**config.mk**
```make
export PLATFORM = sky130hd
export DESIGN_NAME = pwm_duty_ramp_ctrl
export DESIGN_NICKNAME = d
export VERILOG_FILES = /design/src/rtl/pwm_duty_ramp_ctrl_pkg.sv /design/src/rtl/pwm_duty_ramp_ctrl_phase_cnt.sv /design/src/rtl/pwm_duty_ramp_ctrl.sv
export SDC_FILE = /design/constraint.sdc
export NUM_CORES = 1
export LEC_CHECK = 0
export CORE_AREA = 2 2 60 62
export CTS_CLUSTER_DIAMETER = 100
export DETAILED_ROUTE_END_ITERATION = 10
export DIE_AREA = 0 0 62 64
export SETUP_SLACK_MARGIN = 0.4
export SKIP_CTS_REPAIR_TIMING = 1
export SYNTH_ARGS = -nofsm -noshare
export SYNTH_HDL_FRONTEND = slang
export SYNTH_SLANG_ARGS = --single-unit
export TNS_END_PERCENT = 10
```
**constraint.sdc**
```tcl
create_clock -name clk_i -period 2.9 [get_ports clk_i]
set_clock_uncertainty 0.1 [all_clocks]
set_input_delay 0.29 -clock clk_i [delete_from_list [all_inputs] [get_ports clk_i]]
set_output_delay 0.29 -clock clk_i [all_outputs]
set_load 0.05 [all_outputs]
```
**src/rtl/pwm_duty_ramp_ctrl_pkg.sv**
```systemverilog
// Shared types and helpers for the PWM duty ramp controller family.
// Holds the ramp FSM state encoding and the PWM period helper.
// No logic; imported by the phase counter and the controller top.
package pwm_duty_ramp_ctrl_pkg;

  // Legacy-compatible raw state codes, reused as the enum values below.
  localparam logic [1:0] ST_IDLE      = 2'd0;
  localparam logic [1:0] ST_RAMP_UP   = 2'd1;
  localparam logic [1:0] ST_RAMP_DOWN = 2'd2;

  typedef enum logic [1:0] {
    IDLE      = ST_IDLE,
    RAMP_UP   = ST_RAMP_UP,
    RAMP_DOWN = ST_RAMP_DOWN
  } state_e;

  // PWM period in clocks for a given duty width (PERIOD_CLKS = 2**w).
  function automatic int period_clks(input int w);
    return 1 << w;
  endfunction

endpackage

```
**src/rtl/pwm_duty_ramp_ctrl_phase_cnt.sv**
```systemverilog
// Free-running PWM phase counter: flags the last clock and first clock of each period.
// Latency: outputs are decoded combinationally from the registered phase.
// No backpressure: the counter never stalls, which keeps it aligned with the generator.
module pwm_phase_cnt
  import pwm_duty_ramp_ctrl_pkg::*;
#(
  parameter int W = 3
) (
  input  logic clk_i,
  input  logic rst_n_i,
  output logic wrap_o,
  output logic period_start_o
);

  localparam logic [W-1:0] LAST_PHASE = W'(period_clks(W) - 1);

  logic [W-1:0] phase;

  // Count 0..PERIOD_CLKS-1 and wrap; natural binary rollover gives the wrap.
  always_ff @(posedge clk_i or negedge rst_n_i) begin
    if (!rst_n_i) begin
      phase <= '0;
    end else begin
      phase <= phase + W'(1);
    end
  end

  assign wrap_o         = (phase == LAST_PHASE);
  assign period_start_o = (phase == '0);

endmodule

```
**src/rtl/pwm_duty_ramp_ctrl.sv**
```systemverilog
// Ramps the PWM duty one LSB per STEP_PERIODS periods toward an accepted target.
// Latency: first duty change lands STEP_PERIODS period boundaries after accept.
// Backpressure: tgt_ready_o low while ramping; requester holds tgt_valid_i, no queue.
module pwm_duty_ramp_ctrl
  import pwm_duty_ramp_ctrl_pkg::*;
#(
  parameter int DUTY_W       = 3,
  parameter int STEP_PERIODS = 4
) (
  input  logic              clk_i,
  input  logic              rst_n_i,
  input  logic              enable_i,
  input  logic              tgt_valid_i,
  input  logic [DUTY_W-1:0] tgt_duty_i,
  output logic              tgt_ready_o,
  output logic [DUTY_W-1:0] duty_o,
  output logic              period_start_o,
  output logic              busy_o,
  output logic              done_o
);

  localparam int SC_W = (STEP_PERIODS > 1) ? $clog2(STEP_PERIODS) : 1;
  localparam logic [SC_W-1:0] STEP_LAST = SC_W'(STEP_PERIODS - 1);

  state_e            state;
  logic [DUTY_W-1:0] target;
  logic [SC_W-1:0]   step_cnt;
  logic              wrap;
  logic [DUTY_W-1:0] next_duty;
  logic              step_now;

  pwm_phase_cnt #(
    .W(DUTY_W)
  ) u_phase (
    .clk_i          (clk_i),
    .rst_n_i        (rst_n_i),
    .wrap_o         (wrap),
    .period_start_o (period_start_o)
  );

  // Candidate duty for the next step; direction follows the ramp state.
  always_comb begin
    next_duty = duty_o;
    if (state == RAMP_UP) begin
      next_duty = duty_o + DUTY_W'(1);
    end else if (state == RAMP_DOWN) begin
      next_duty = duty_o - DUTY_W'(1);
    end
  end

  // A frozen ramp (enable low) ignores wraps entirely, so step_cnt resumes where it stopped.
  assign step_now = enable_i && wrap && (state != IDLE);

  // Ramp FSM, step counter and live duty. Duty only moves on a wrap edge,
  // so the new value first appears on the phase-0 clock of the next period.
  always_ff @(posedge clk_i or negedge rst_n_i) begin
    if (!rst_n_i) begin
      state    <= IDLE;
      target   <= '0;
      step_cnt <= '0;
      duty_o   <= '0;
      done_o   <= 1'b0;
    end else begin
      done_o <= 1'b0;
      case (state)
        IDLE: begin
          if (tgt_valid_i) begin
            target   <= tgt_duty_i;
            step_cnt <= '0;
            if (tgt_duty_i == duty_o) begin
              done_o <= 1'b1;
            end else if (tgt_duty_i > duty_o) begin
              state <= RAMP_UP;
            end else begin
              state <= RAMP_DOWN;
            end
          end
        end
        RAMP_UP, RAMP_DOWN: begin
          if (step_now) begin
            if (step_cnt == STEP_LAST) begin
              step_cnt <= '0;
              duty_o   <= next_duty;
              if (next_duty == target) begin
                state  <= IDLE;
                done_o <= 1'b1;
              end
            end else begin
              step_cnt <= step_cnt + SC_W'(1);
            end
          end
        end
        default: state <= IDLE;
      endcase
    end
  end

  assign tgt_ready_o = (state == IDLE);
  assign busy_o      = (state != IDLE);

endmodule

```
Yosys cells after proc, flatten, opt, wreduce, memory -nomap -nowiden
Cells that the tools add are included.

Bits in registers: 14. Bits of input ports: 7. Output and inout port bits: 7.

$add $sub $neg: 4. Magnitude comparators: 1. Equal/unequal tests: 11. Mux-type cells: 19. Reductions and logical operators: 11.

Operators by type and width (number): 2-bit 2-to-1 mux (9); 2-bit inequality test, second input constant (5); 2-bit case mux with 2 select lines (2); 3-bit by 1-bit adder with 3-bit output, second input constant (2); 3-bit equality test (2); 3-bit 2-to-1 mux (2); 3-bit AND reduction (2); 1-bit 2-to-1 mux (5); 5-bit AND reduction (1); 2-bit equality test, second input constant (2); 2-bit nonzero test (2); 3-bit equality test, second input constant (1); 3-bit greater-than comparator (1); 3-bit zero test (1); 3-bit by 1-bit subtractor with 3-bit output, second input constant (1); 2-bit by 1-bit adder with 2-bit output, second input constant (1); 2-bit by 1-bit equality test with 1-bit output, second input constant (1); 1-bit logical AND (2); 2-bit zero test (1); 1-bit case mux with 2 select lines (1); 2-bit AND reduction (1); 2-bit OR reduction (1).

Longest topological paths before layout
Gate-level depths: netlist (run 1).

Depth in word-level cells: 8. Depth in mapped cells: 7. Gate-level depth less buffers: 7.

Cells and area by module
Synthesis (run 1) repeated with hierarchy kept, for this count alone.

Cell total of the unflattened synthesis: 96. Area, all modules: 932.1 um^2.

Modules (own cells, without submodules): pwm_duty_ramp_ctrl (instances 1, cells each 87, area each 798.3 um^2, sequential area each 275.3 um^2); pwm_phase_cnt (instances 1, cells each 9, area each 133.9 um^2, sequential area each 75.1 um^2).

Worst setup path before layout (run 1)
Ideal clock, no wire load.

Path type: register to register. Start: reg duty_o[0]. End: reg done_o. Setup time: 77 ps. Data arrival time: 2328 ps. Required time: 2723 ps. Slack: 395 ps. Cell stages (with the launch flop): 7. Path buffers: 0. Path through: dfrtp_1 inv_1 ha_1 and3b_1 or4b_4 or3_1 a21oi_1.

Cells in the longest elaborated chain, start to end: 8. Elaborated cells between the ends (all ways): 12. Those cells by class: add/sub (2); eq/ne (2); mux (8).

RTL lines: start, declared (RTL line pwm_duty_ramp_ctrl.sv:16) `output logic [DUTY_W-1:0] duty_o,`; start signal, assigned (RTL line pwm_duty_ramp_ctrl.sv:83) `duty_o <= next_duty;`; 3-bit by 1-bit subtractor with 3-bit output (RTL line pwm_duty_ramp_ctrl.sv:47) `next_duty = duty_o - DUTY_W'(1);`; 3-bit 2-to-1 mux (RTL line pwm_duty_ramp_ctrl.sv:46) `end else if (state == RAMP_DOWN) begin`; 3-bit 2-to-1 mux (RTL line pwm_duty_ramp_ctrl.sv:44) `if (state == RAMP_UP) begin`; 3-bit equality test (RTL line pwm_duty_ramp_ctrl.sv:84) `if (next_duty == target) begin`; 1-bit 2-to-1 mux (RTL line pwm_duty_ramp_ctrl.sv:84); 1-bit 2-to-1 mux (RTL line pwm_duty_ramp_ctrl.sv:81) `if (step_cnt == STEP_LAST) begin`; 1-bit 2-to-1 mux (RTL line pwm_duty_ramp_ctrl.sv:80) `if (step_now) begin`; 1-bit case mux with 2 select lines (*) (RTL line pwm_duty_ramp_ctrl.sv:65) `case (state)`; end signal, assigned (RTL line pwm_duty_ramp_ctrl.sv:64) `done_o <= 1'b0;`; end signal, assigned (RTL line pwm_duty_ramp_ctrl.sv:71) `done_o <= 1'b1;`; end signal, assigned (RTL line pwm_duty_ramp_ctrl.sv:86) `done_o <= 1'b1;`; end, declared (RTL line pwm_duty_ramp_ctrl.sv:19) `output logic done_o`.

Every way passes the cells marked *; elsewhere a longest branch is shown, timed or not. A chain may end at the register's enable or synchronous reset.

Final worst setup path (run 1)
Start: reg state[0]. End: out tgt_ready_o.

Cells in the longest elaborated chain, start to end: 1.

RTL lines: start, declared (RTL line pwm_duty_ramp_ctrl.sv:25) `state_e state;`; start signal, assigned (RTL line pwm_duty_ramp_ctrl.sv:58) `state <= IDLE;`; start signal, assigned (RTL line pwm_duty_ramp_ctrl.sv:73) `state <= RAMP_UP;`; start signal, assigned (RTL line pwm_duty_ramp_ctrl.sv:75) `state <= RAMP_DOWN;`; 2-bit zero test (RTL line pwm_duty_ramp_ctrl.sv:98) `assign tgt_ready_o = (state == IDLE);`; end, declared (RTL line pwm_duty_ramp_ctrl.sv:15) `output logic tgt_ready_o,`.

No other way between the ends.

==> results of run 1 <==
[cell usage in the layout (no fill, tap or decap)]
cell | netlist | layout
a22o_1 | 1 | 1
nand4_1 | 3 | 3
or2_0 | 1 | 1
dfrtp_1 | 14 | 13
ha_1 | 13 | 13
nor2_1 | 4 | 4
nor2b_1 | 1 | 1
xnor2_1 | 4 | 4
nand3b_1 | 2 | 2
and3b_1 | 2 | 2
o21bai_1 | 1 | 1
mux2i_1 | 2 | 2
a21o_1 | 1 | 1
xor2_1 | 1 | 1
nor3_1 | 2 | 2
clkdlybuf4s50_1 | 0 | 12
clkbuf_4 | 0 | 3
and3_1 | 1 | 1
inv_1 | 10 | 10
nand2_1 | 11 | 11
dlymetal6s2s_1 | 0 | 1
mux2_2 | 3 | 3
nand3_1 | 9 | 9
o21ai_0 | 4 | 4
or3_1 | 2 | 2
dfrtp_2 | 0 | 1
clkbuf_8 | 0 | 1
or4b_4 | 1 | 1
nand2b_1 | 3 | 3
a21oi_1 | 6 | 6
[synthesized netlist by cell type (all sizes together) (3+ instances only)]
cell | count | share of area [%]
nor2 | 4 | 1.6
xnor2 | 4 | 3.7
nand2 | 11 | 4.3
mux2 | 3 | 3.5
nand2b | 3 | 2.0
inv | 10 | 3.9
nand4 | 3 | 2.0
o21ai | 4 | 2.1
nand3 | 9 | 4.7
dfrtp | 14 | 37
ha | 13 | 17
a21oi | 6 | 3.2
[layout make-up]
class / instances / area, um^2
Clock buffer: 4 / 36.3
Fill cell: 348 / 2110
Inverter: 10 / 37.5
Multi-Input combinational cell: 78 / 561
Sequential cell: 14 / 352
Tap cell: 46 / 57.6
Timing Repair Buffer: 13 / 133
[critical path: stages (launching register included)]
cell and delay [ps]:
dfrtp_1 450, inv_1 110, ha_1 290, clkdlybuf4s50_1 850
[registers in the layout, indices dropped and copies added, names as in the netlist]
name,flops
target,3
done_o,1
state,2
step_cnt,2
duty_o,3
u_phase.phase,3
[layer usage]
layer  vias up  wire [um]  GRT usage, %
li1        383          -             -
met1       352        895          14.6
met2        24        940          16.8
met3         2        132          5.06
met4         0         13          3.19
met5         -          0             0
[worst max path at each step]
| stage | startpoint | endpoint | slack [ps] | cells after the start |
|---|---|---|---|---|
| CTS | state[0] | busy_o | 450 | 4 |
| finish | state[0] | tgt_ready_o | 520 | 3 |
| global route | state[0] | tgt_ready_o | 420 | 3 |
| detailed placement | tgt_duty_i[2] | state[1] | 630 | 7 |
| global placement | tgt_duty_i[2] | state[1] | 620 | 7 |
| floorplan | duty_o[1] | done_o | 410 | 6 |
[power by group through the flow]
stage	clock network [mW]	registers, mW	logic (mW)
after floorplan	0	0.292	0.373
after global placement	0	0.294	0.475
after detailed placement	0	0.299	0.486
after CTS	0.152	0.295	0.488
after global routing	0.162	0.304	0.541
final	0.147	0.295	0.486
[through the flow]
stage	total power [mW]	setup slack, ps
finish	0.928	525
global route	1.01	423
CTS	0.935	449
detailed placement	0.784	626
global placement	0.769	618
floorplan	0.665	405
[logic make-up after synthesis]
| logic type | Yosys count | share of synthesized area, % |
|---|---|---|
| DFF | 14 | 36.8 |
| xor gates and xnor gates | 5 | 4.60 |
| and+or+nand+nor | 42 | 23.8 |
| muxes | 5 | 5.65 |
| adders and majority gates | 13 | 17.1 |
| buffers and inverters | 11 | 4.34 |
| AOI/OAI and AO/OA | 13 | 7.75 |
==> run_results.csv, run 1 <==
group,metric,value,unit
outcome,status,"completed",
logic_synthesis,postSynth.asyncResetShare,100,%
sta,fin_tns_setup,0,ps
sta,period_needed,2380,ps
clocking,clock-root-buffer,"clkbuf_4",
power_and_ir_drop,pwr-share-comb,52.4,%
sta,relSlewSlack,54.6,%
setup_path,cp_max_fo,7,
global_routing,grt_max_degree,15,
sta,rsz0062_at_grt,"false",
sta,drv_slew,0,
setup_path,end_kind,"primary output",
logic_synthesis,ys_types,26,
setup_path,r2r_slack,590,ps
clocking,insertion_delay,290,ps
power_and_ir_drop,intPower,0.531,mW
setup_path,r2r-start,"state[1]",
sta,fmax,0.421,GHz
clocking,ctsHtreeMaxLevel,1,
logic_synthesis,netlist_instances,103,
power_and_ir_drop,power.density,789,nW/um^2
clocking,path_clk_slew,90,ps
logic_synthesis,synth_ff_type,"dfrtp_1",
floorplan,pin_count,14,
global_routing,globalRouteTotalUtil,11.3,%
placed_design,place_inst,161,
run,maxCapViolCount,0,
power_and_ir_drop,p_clk_share,15.8,%
global_routing,antenna_found_initial,0,
logic_synthesis,ys_seq_elements,14,
floorplan,initial_core_util,29.0,%
routing,vias,761,
setup_path,worstPathArrival,1990,ps
routing,wl,1.98,mm
floorplan,core,3280,um^2
routing,first_iter_violations,37,
routing,drc,0,
sta,worstMarginPinSlew,679,ps
routing,dr.pass1.iters,4,
global_routing,grt_pass1_vias,746,
logic_synthesis,syn-cell-area,952,um^2
routing,avgRoutedWirePerCell,12.0,um
routing,antenna_left,0,
sta,setup_viol,0,
setup_path,cp-start-kind,"flip-flop",
logic_synthesis,ys_seq_area_share,36.8,%
final_layout,area_growth,23.5,%
power_and_ir_drop,peakVddDrop,0.000217,V
placed_design,place.port_buffers,13,
sta,finalHoldViolations,0,
global_routing,grt_first_pass_wirelength,3.30,mm
setup_path,required,2510,ps
final_layout,final_cell_area,1180,um^2
global_routing,grt.overflow.total,0,
final_layout,post-route-util,35.8,%
floorplan,die-area,3970,um^2
power_and_ir_drop,pwr-share-seq,31.8,%
setup_path,r2r-end,"done_o",
final_layout,final_cell_count_no_fill,165,
floorplan,die_x,62,um
clocking,clock-sinks,14,
setup_path,reg2regPathDepth,7,
sta,whs,304,ps
final_layout,drive_gt1_share,7.56,%
logic_synthesis,synth_edf_count,0,
clocking,cts_tree,"done",
setup_path,critPathKind,"flip-flop to primary output",
final_layout,fin_nets,140,
sta,fin_crit_sh,81.9,%
placed_design,dp_hpwl,1.55,mm
logic_synthesis,yosysWarnings,0,
routing,avgViaCountPerCell,4.61,
clocking,cts_buffers,3,
clocking,max-clock-path-buffers,2,
floorplan,chipHeight,64,um
logic_synthesis,avgSynthCellArea,9.24,um^2
power_and_ir_drop,p_sw_share,42.7,%
hold_path,min_path_type,"input port to async pin",
logic_synthesis,syn-num-nets,123,
final_layout,n_antenna_cell,0,
power_and_ir_drop,power.leakage,0.546,nW
placed_design,place_area,1140,um^2
power_and_ir_drop,switchingPower,0.396,mW
floorplan,rows,21,
placed_design,gp_congestion,0.930,
No activity file was read; power rests on OpenSTA's default activity.
==> run 2, diff against run 1 <==
==> constraint.sdc (replaced) <==
create_clock -name clk_i -period 2.13 [get_ports clk_i]
set_clock_uncertainty 0.1 [all_clocks]
set_input_delay 0.213 -clock clk_i [delete_from_list [all_inputs] [get_ports clk_i]]
set_output_delay 0.213 -clock clk_i [all_outputs]
set_load 0.05 [all_outputs]
==> run 2 against run 1 <==
Global-route usage rose by 0.43 points. Total power rose by 57%. Cell count rose by 8.5%. Routed wire length rose by 3.7%. Non-clock buffer count rose by 14. Setup slack got worse by 500 ps. Count of clock-buffer cells in the layout did not move. Design area rose by 13%. Combinational power rose by 80%. Worst hold slack got worse by 68 ps.
==> run_results.csv, run 2 (synthesized netlist as in run 1, its figures left out) <==
group,metric,value,unit
routing,drc,0,
floorplan,chipHeight,64,um
power_and_ir_drop,power.leakage,0.644,nW
floorplan,die_x,62,um
sta,rsz0062_at_grt,"true",
setup_path,crit_chain,"ha_2 -> o21bai_1 -> and3b_1 -> or4b_4 -> or3_1 -> a21oi_2",
global_routing,grt_busiest_layer,"met1",
outcome,status,"completed",
floorplan,rows,21,
floorplan,initial_core_util,29.0,%
hold_path,min_path_type,"input port to async pin",
final_layout,final_cell_mix,"16 x buf_4, 12 x dfrtp_1, 11 x nand2_1, 10 x ha_1, 8 x nand3_1",
clocking,path_clk_slew,90,ps
floorplan,core,3280,um^2
sta,finalHoldViolations,0,
routing,avgRoutedWirePerCell,11.5,um
placed_design,place.port_buffers,13,
setup_path,end_kind,"flip-flop",
sta,setup_viol,0,
final_layout,area_growth,39.2,%
placed_design,gp_congestion,0.799,
floorplan,die-area,3970,um^2
final_layout,final_cell_count_no_fill,179,
setup_path,cp-start-kind,"flip-flop",
clocking,max-clock-path-buffers,2,
setup_path,required,2250,ps
clocking,insertion_delay,280,ps
global_routing,grt_pass1_vias,767,
final_layout,drive_gt1_share,28.6,%
routing,dr.pass1.iters,4,
setup_path,path_delay_family,"simple AND/OR/NAND/NOR gates",
sta,fin_crit_sh,99.0,%
clocking,cts_tree,"done",
routing,avgViaCountPerCell,4.63,
routing,first_iter_violations,28,
run,maxCapViolCount,0,
global_routing,antenna_found_initial,0,
power_and_ir_drop,peakVddDrop,0.000370,V
final_layout,reg.largest.list,"duty_o (3), target (3), u_phase.phase (3)",
routing,antenna_left,0,
global_routing,grt_first_pass_wirelength,3.44,mm
floorplan,pin_count,14,
clocking,clock-root-buffer,"clkbuf_4",
sta,drv_slew,0,
clocking,clock-sinks,14,
global_routing,globalRouteTotalUtil,11.8,%
placed_design,place_inst,174,
setup_path,max_stage_delay,480,ps
sta,fmax,0.474,GHz
setup_path,cp_max_fo,4,
sta,worstMarginPinSlew,685,ps
sta,relSlewSlack,54.2,%
global_routing,grt.overflow.total,0,
routing,vias,829,
global_routing,grt_max_degree,15,
clocking,ctsHtreeMaxLevel,1,
sta,finalWorstSetupSlack,20.3,ps
power_and_ir_drop,power.density,1100,nW/um^2
placed_design,post-place-ws,-14.9,ps
routing,wl,2.06,mm
final_layout,n_antenna_cell,0,
setup_path,worstPathArrival,2230,ps
clocking,cts_buffers,3,
placed_design,dp_hpwl,1.61,mm
setup_path,cp_slowest_cell,"or4b_4",
final_layout,fin_nets,154,
global_routing,met1_usage,16.5,%
setup_path,critPathKind,"flip-flop to flip-flop",
global_routing,grt_use_met3,3.85,%
setup_path,path_buf_inv,0,
sta,period_needed,2110,ps
global_routing,grtUsageMet2,16.3,%
final_layout,final_common_cell,"buf_4",
==> run 2: changes by cell type in the layout (fill, tap and decap cells not counted), moves of 2 or more <==
cell	change
clkdlybuf4s50_1	-6
buf_4	+16
dlymetal6s2s_1	+3
ha_2	+2
ha_1	-3
inv_1	-5
inv_2	+5
==> run 2: layer usage <==
metal,wire length (um),up-vias
li1,-,415
met1,980,393
met2,939,16
met3,101,5
met4,34,0
met5,0,-
==> run 2: cell type report <==
| type | count | area (um^2) |
|---|---|---|
| Multi-Input combinational cell | 78 | 596 |
| Timing Repair Buffer | 27 | 245 |
| Fill cell | 329 | 1960 |
| Inverter | 10 | 37.5 |
| Tap cell | 46 | 57.6 |
| Sequential cell | 14 | 353 |
| Clock buffer | 4 | 36.3 |
==> run 2: worst paths after layout <==
check,from,endpoint,slack [ps],cells past startpoint
min in group clk_i,u_phase.phase[0],u_phase.phase[0],360,1
min reg2reg,u_phase.phase[0],u_phase.phase[0],360,1
max reg2reg,state[0],done_o,20,6
max in group asynchronous,rst_n_i,duty_o[0],1220,1
min,rst_n_i,done_o,240,1
max,state[0],done_o,20,6
==> run 2: through the flow <==
step                utilization, %  setup TNS (ps)  instance area (um^2)  hold slack [ps]  total power, mW
CTS                           38.9           -49.2                  1280              250             1.41
detailed placement            37.8           -14.9                  1240              343             1.21
global placement              37.8           -1.78                  1240              332             1.19
finish                        40.3               0                  1330              236             1.46
global route                  40.3           -69.4                  1330              256             1.58
floorplan                        -            -134                   967             -183            0.909
==> run 2: power breakdown <==
part,internal [mW],leakage [nW],total (mW),switching (mW)
clock,0.104,0.0210,0.194,0.0900
combinational,0.432,0.456,0.874,0.442
sequential,0.334,0.167,0.390,0.0564
total,0.870,0.644,1.46,0.589
==> run 3, diff against run 2 <==
--- a/config.mk
+++ b/config.mk
@@ -9,6 +9,8 @@
 export CTS_CLUSTER_DIAMETER = 100
 export DETAILED_ROUTE_END_ITERATION = 10
 export DIE_AREA = 0 0 62 64
+export DONT_BUFFER_PORTS = 1
+export PLACE_DENSITY_LB_ADDON = 0.15
 export SETUP_SLACK_MARGIN = 0.4
 export SKIP_CTS_REPAIR_TIMING = 1
 export SYNTH_ARGS = -nofsm -noshare
==> run 3 against run 2 <==
The flow now finishes with violations (negative setup slack). Register-to-register slack worse by 98 ps. Global-route usage is 0.080 points lower. Maximum frequency is 4.4% lower. Combinational power down 5.7%. Clock power fell by 13%. Flip-flop and latch count is the same. Critical endpoint unchanged. Largest power group unchanged.
==> run_results.csv, run 3 (synthesized netlist as in run 1, its figures left out) <==
group,metric,value,unit
setup_path,r2r-end,"done_o",
routing,vias,788,
placed_design,post-place-ws,-6.98,ps
sta,finalWorstSetupSlack,-77.5,ps
global_routing,antenna_found_initial,0,
final_layout,seqCellArea,353,um^2
final_layout,final_cell_mix,"14 x buf_4, 12 x dfrtp_1, 11 x nand2_1, 8 x nand3_1, 7 x ha_1",
clocking,path_clk_slew,100,ps
routing,first_iter_violations,13,
setup_path,cp-start-kind,"flip-flop",
hold_path,min_from,"tgt_duty_i[0]",
floorplan,die_x,62,um
setup_path,r2r-start,"state[1]",
routing,avgViaCountPerCell,4.58,
hold_path,whs_path_depth,2,
floorplan,initial_core_util,29.0,%
sta,relSlewSlack,53.9,%
final_layout,final_common_cell,"buf_4",
placed_design,place.port_buffers,0,
floorplan,pin_count,14,
power_and_ir_drop,peakVddDrop,0.000455,V
power_and_ir_drop,power.leakage,0.573,nW
routing,antenna_left,0,
routing,wl,2.15,mm
global_routing,grt_max_degree,15,
routing,drc,0,
outcome,status,"complete, but fails checks",
final_layout,drive_gt1_share,31.7,%
global_routing,grt.overflow.total,0,
setup_path,end_kind,"flip-flop",
clocking,clock-sinks,14,
clocking,cts_tree,"done",
final_layout,fin_nets,147,
sta,setup_viol,1,
hold_path,hold_end,"target[0]",
routing,dr.pass1.iters,2,
global_routing,grt_first_pass_wirelength,3.42,mm
power_and_ir_drop,power,1.39,mW
hold_path,min_path_type,"input port to flip-flop",
routing,avgRoutedWirePerCell,12.5,um
final_layout,reg.largest.list,"duty_o (3), target (3), u_phase.phase (3)",
setup_path,reg2regPathDepth,7,
clocking,clock-root-buffer,"clkbuf_4",
power_and_ir_drop,power.density,1100,nW/um^2
clocking,ctsHtreeMaxLevel,1,
sta,drv_slew,0,
clocking,max-clock-path-buffers,2,
outcome,violations,"negative setup slack",
floorplan,chipHeight,64,um
setup_path,critPathKind,"flip-flop to flip-flop",
floorplan,core,3280,um^2
floorplan,die-area,3970,um^2
final_layout,post-route-util,38.6,%
sta,worstMarginPinSlew,689,ps
final_layout,multi_input_area,624,um^2
setup_path,r2r_slack,-80,ps
setup_path,required,2240,ps
setup_path,cp_max_fo,4,
clocking,cts_buffers,3,
final_layout,n_antenna_cell,0,
clocking,insertion_delay,280,ps
final_layout,area_growth,33.0,%
global_routing,globalRouteTotalUtil,11.7,%
placed_design,gp_congestion,0.707,
global_routing,grt_pass1_vias,762,
run,maxCapViolCount,0,
sta,period_needed,2210,ps
sta,rsz0062_at_grt,"true",
floorplan,rows,21,
final_layout,fill_cells,344,
sta,fmax,0.453,GHz
setup_path,worstPathArrival,2320,ps
sta,fin_crit_sh,104,%
placed_design,dp_hpwl,1.67,mm
sta,finalHoldViolations,0,
-- run 3: worst max path at each step --
stage          startpoint  endpoint  slack, ps
5_1_grt          state[1]    done_o       -160
2_1_floorplan   duty_o[1]    done_o        -80
3_5_place_dp     state[1]    done_o         -7
6_report         state[1]    done_o        -80
4_1_cts          state[1]    done_o        -30
3_3_place_gp     state[0]    done_o         40
-- run 3: layer usage --
layer | global-route usage (%) | share of wire [%] | vias up
met3 | 2.83 | 3.0 | 2
met1 | 14.2 | 47 | 371
met5 | 0 | 0 | -
li1 | - | - | 404
met4 | 5.59 | 0.88 | 0
met2 | 18.6 | 50 | 11
-- run 3: stage by stage --
step | TNS [ps] | cell area (um^2) | hold slack (ps) | cells
finish | -77.5 | 1270 | 16.5 | 172
global route | -245 | 1270 | 19.4 | 172
CTS | -34.8 | 1160 | -507 | 167
detailed placement | -6.98 | 1130 | -182 | 163
global placement | 0 | 1130 | -182 | 163
floorplan | -134 | 967 | -183 | 103
-- run 3: layout make-up --
cell class,count,share of cell area (%)
timing repair buffer,20,13.2
multi-input combinational,78,49.3
tap,46,4.55
inverter,10,2.96
sequential,14,27.9
clock buffer,4,2.08
-- run 3: power by group --
part / switching (mW) / internal, mW / leakage (nW) / total [mW]
logic: 0.424 / 0.399 / 0.392 / 0.824
clock network: 0.0962 / 0.0727 / 0.0150 / 0.169
registers: 0.0643 / 0.334 / 0.167 / 0.398
total: 0.585 / 0.806 / 0.573 / 1.39
-- run 3: critical path, cell delays in order (launching register included) --
cell and delay, ps:
dfrtp_1 430, buf_4 160, ha_2 180, o21bai_1 200, nor3_1 70, or4b_4 520, or3_1 360, a21oi_1 130
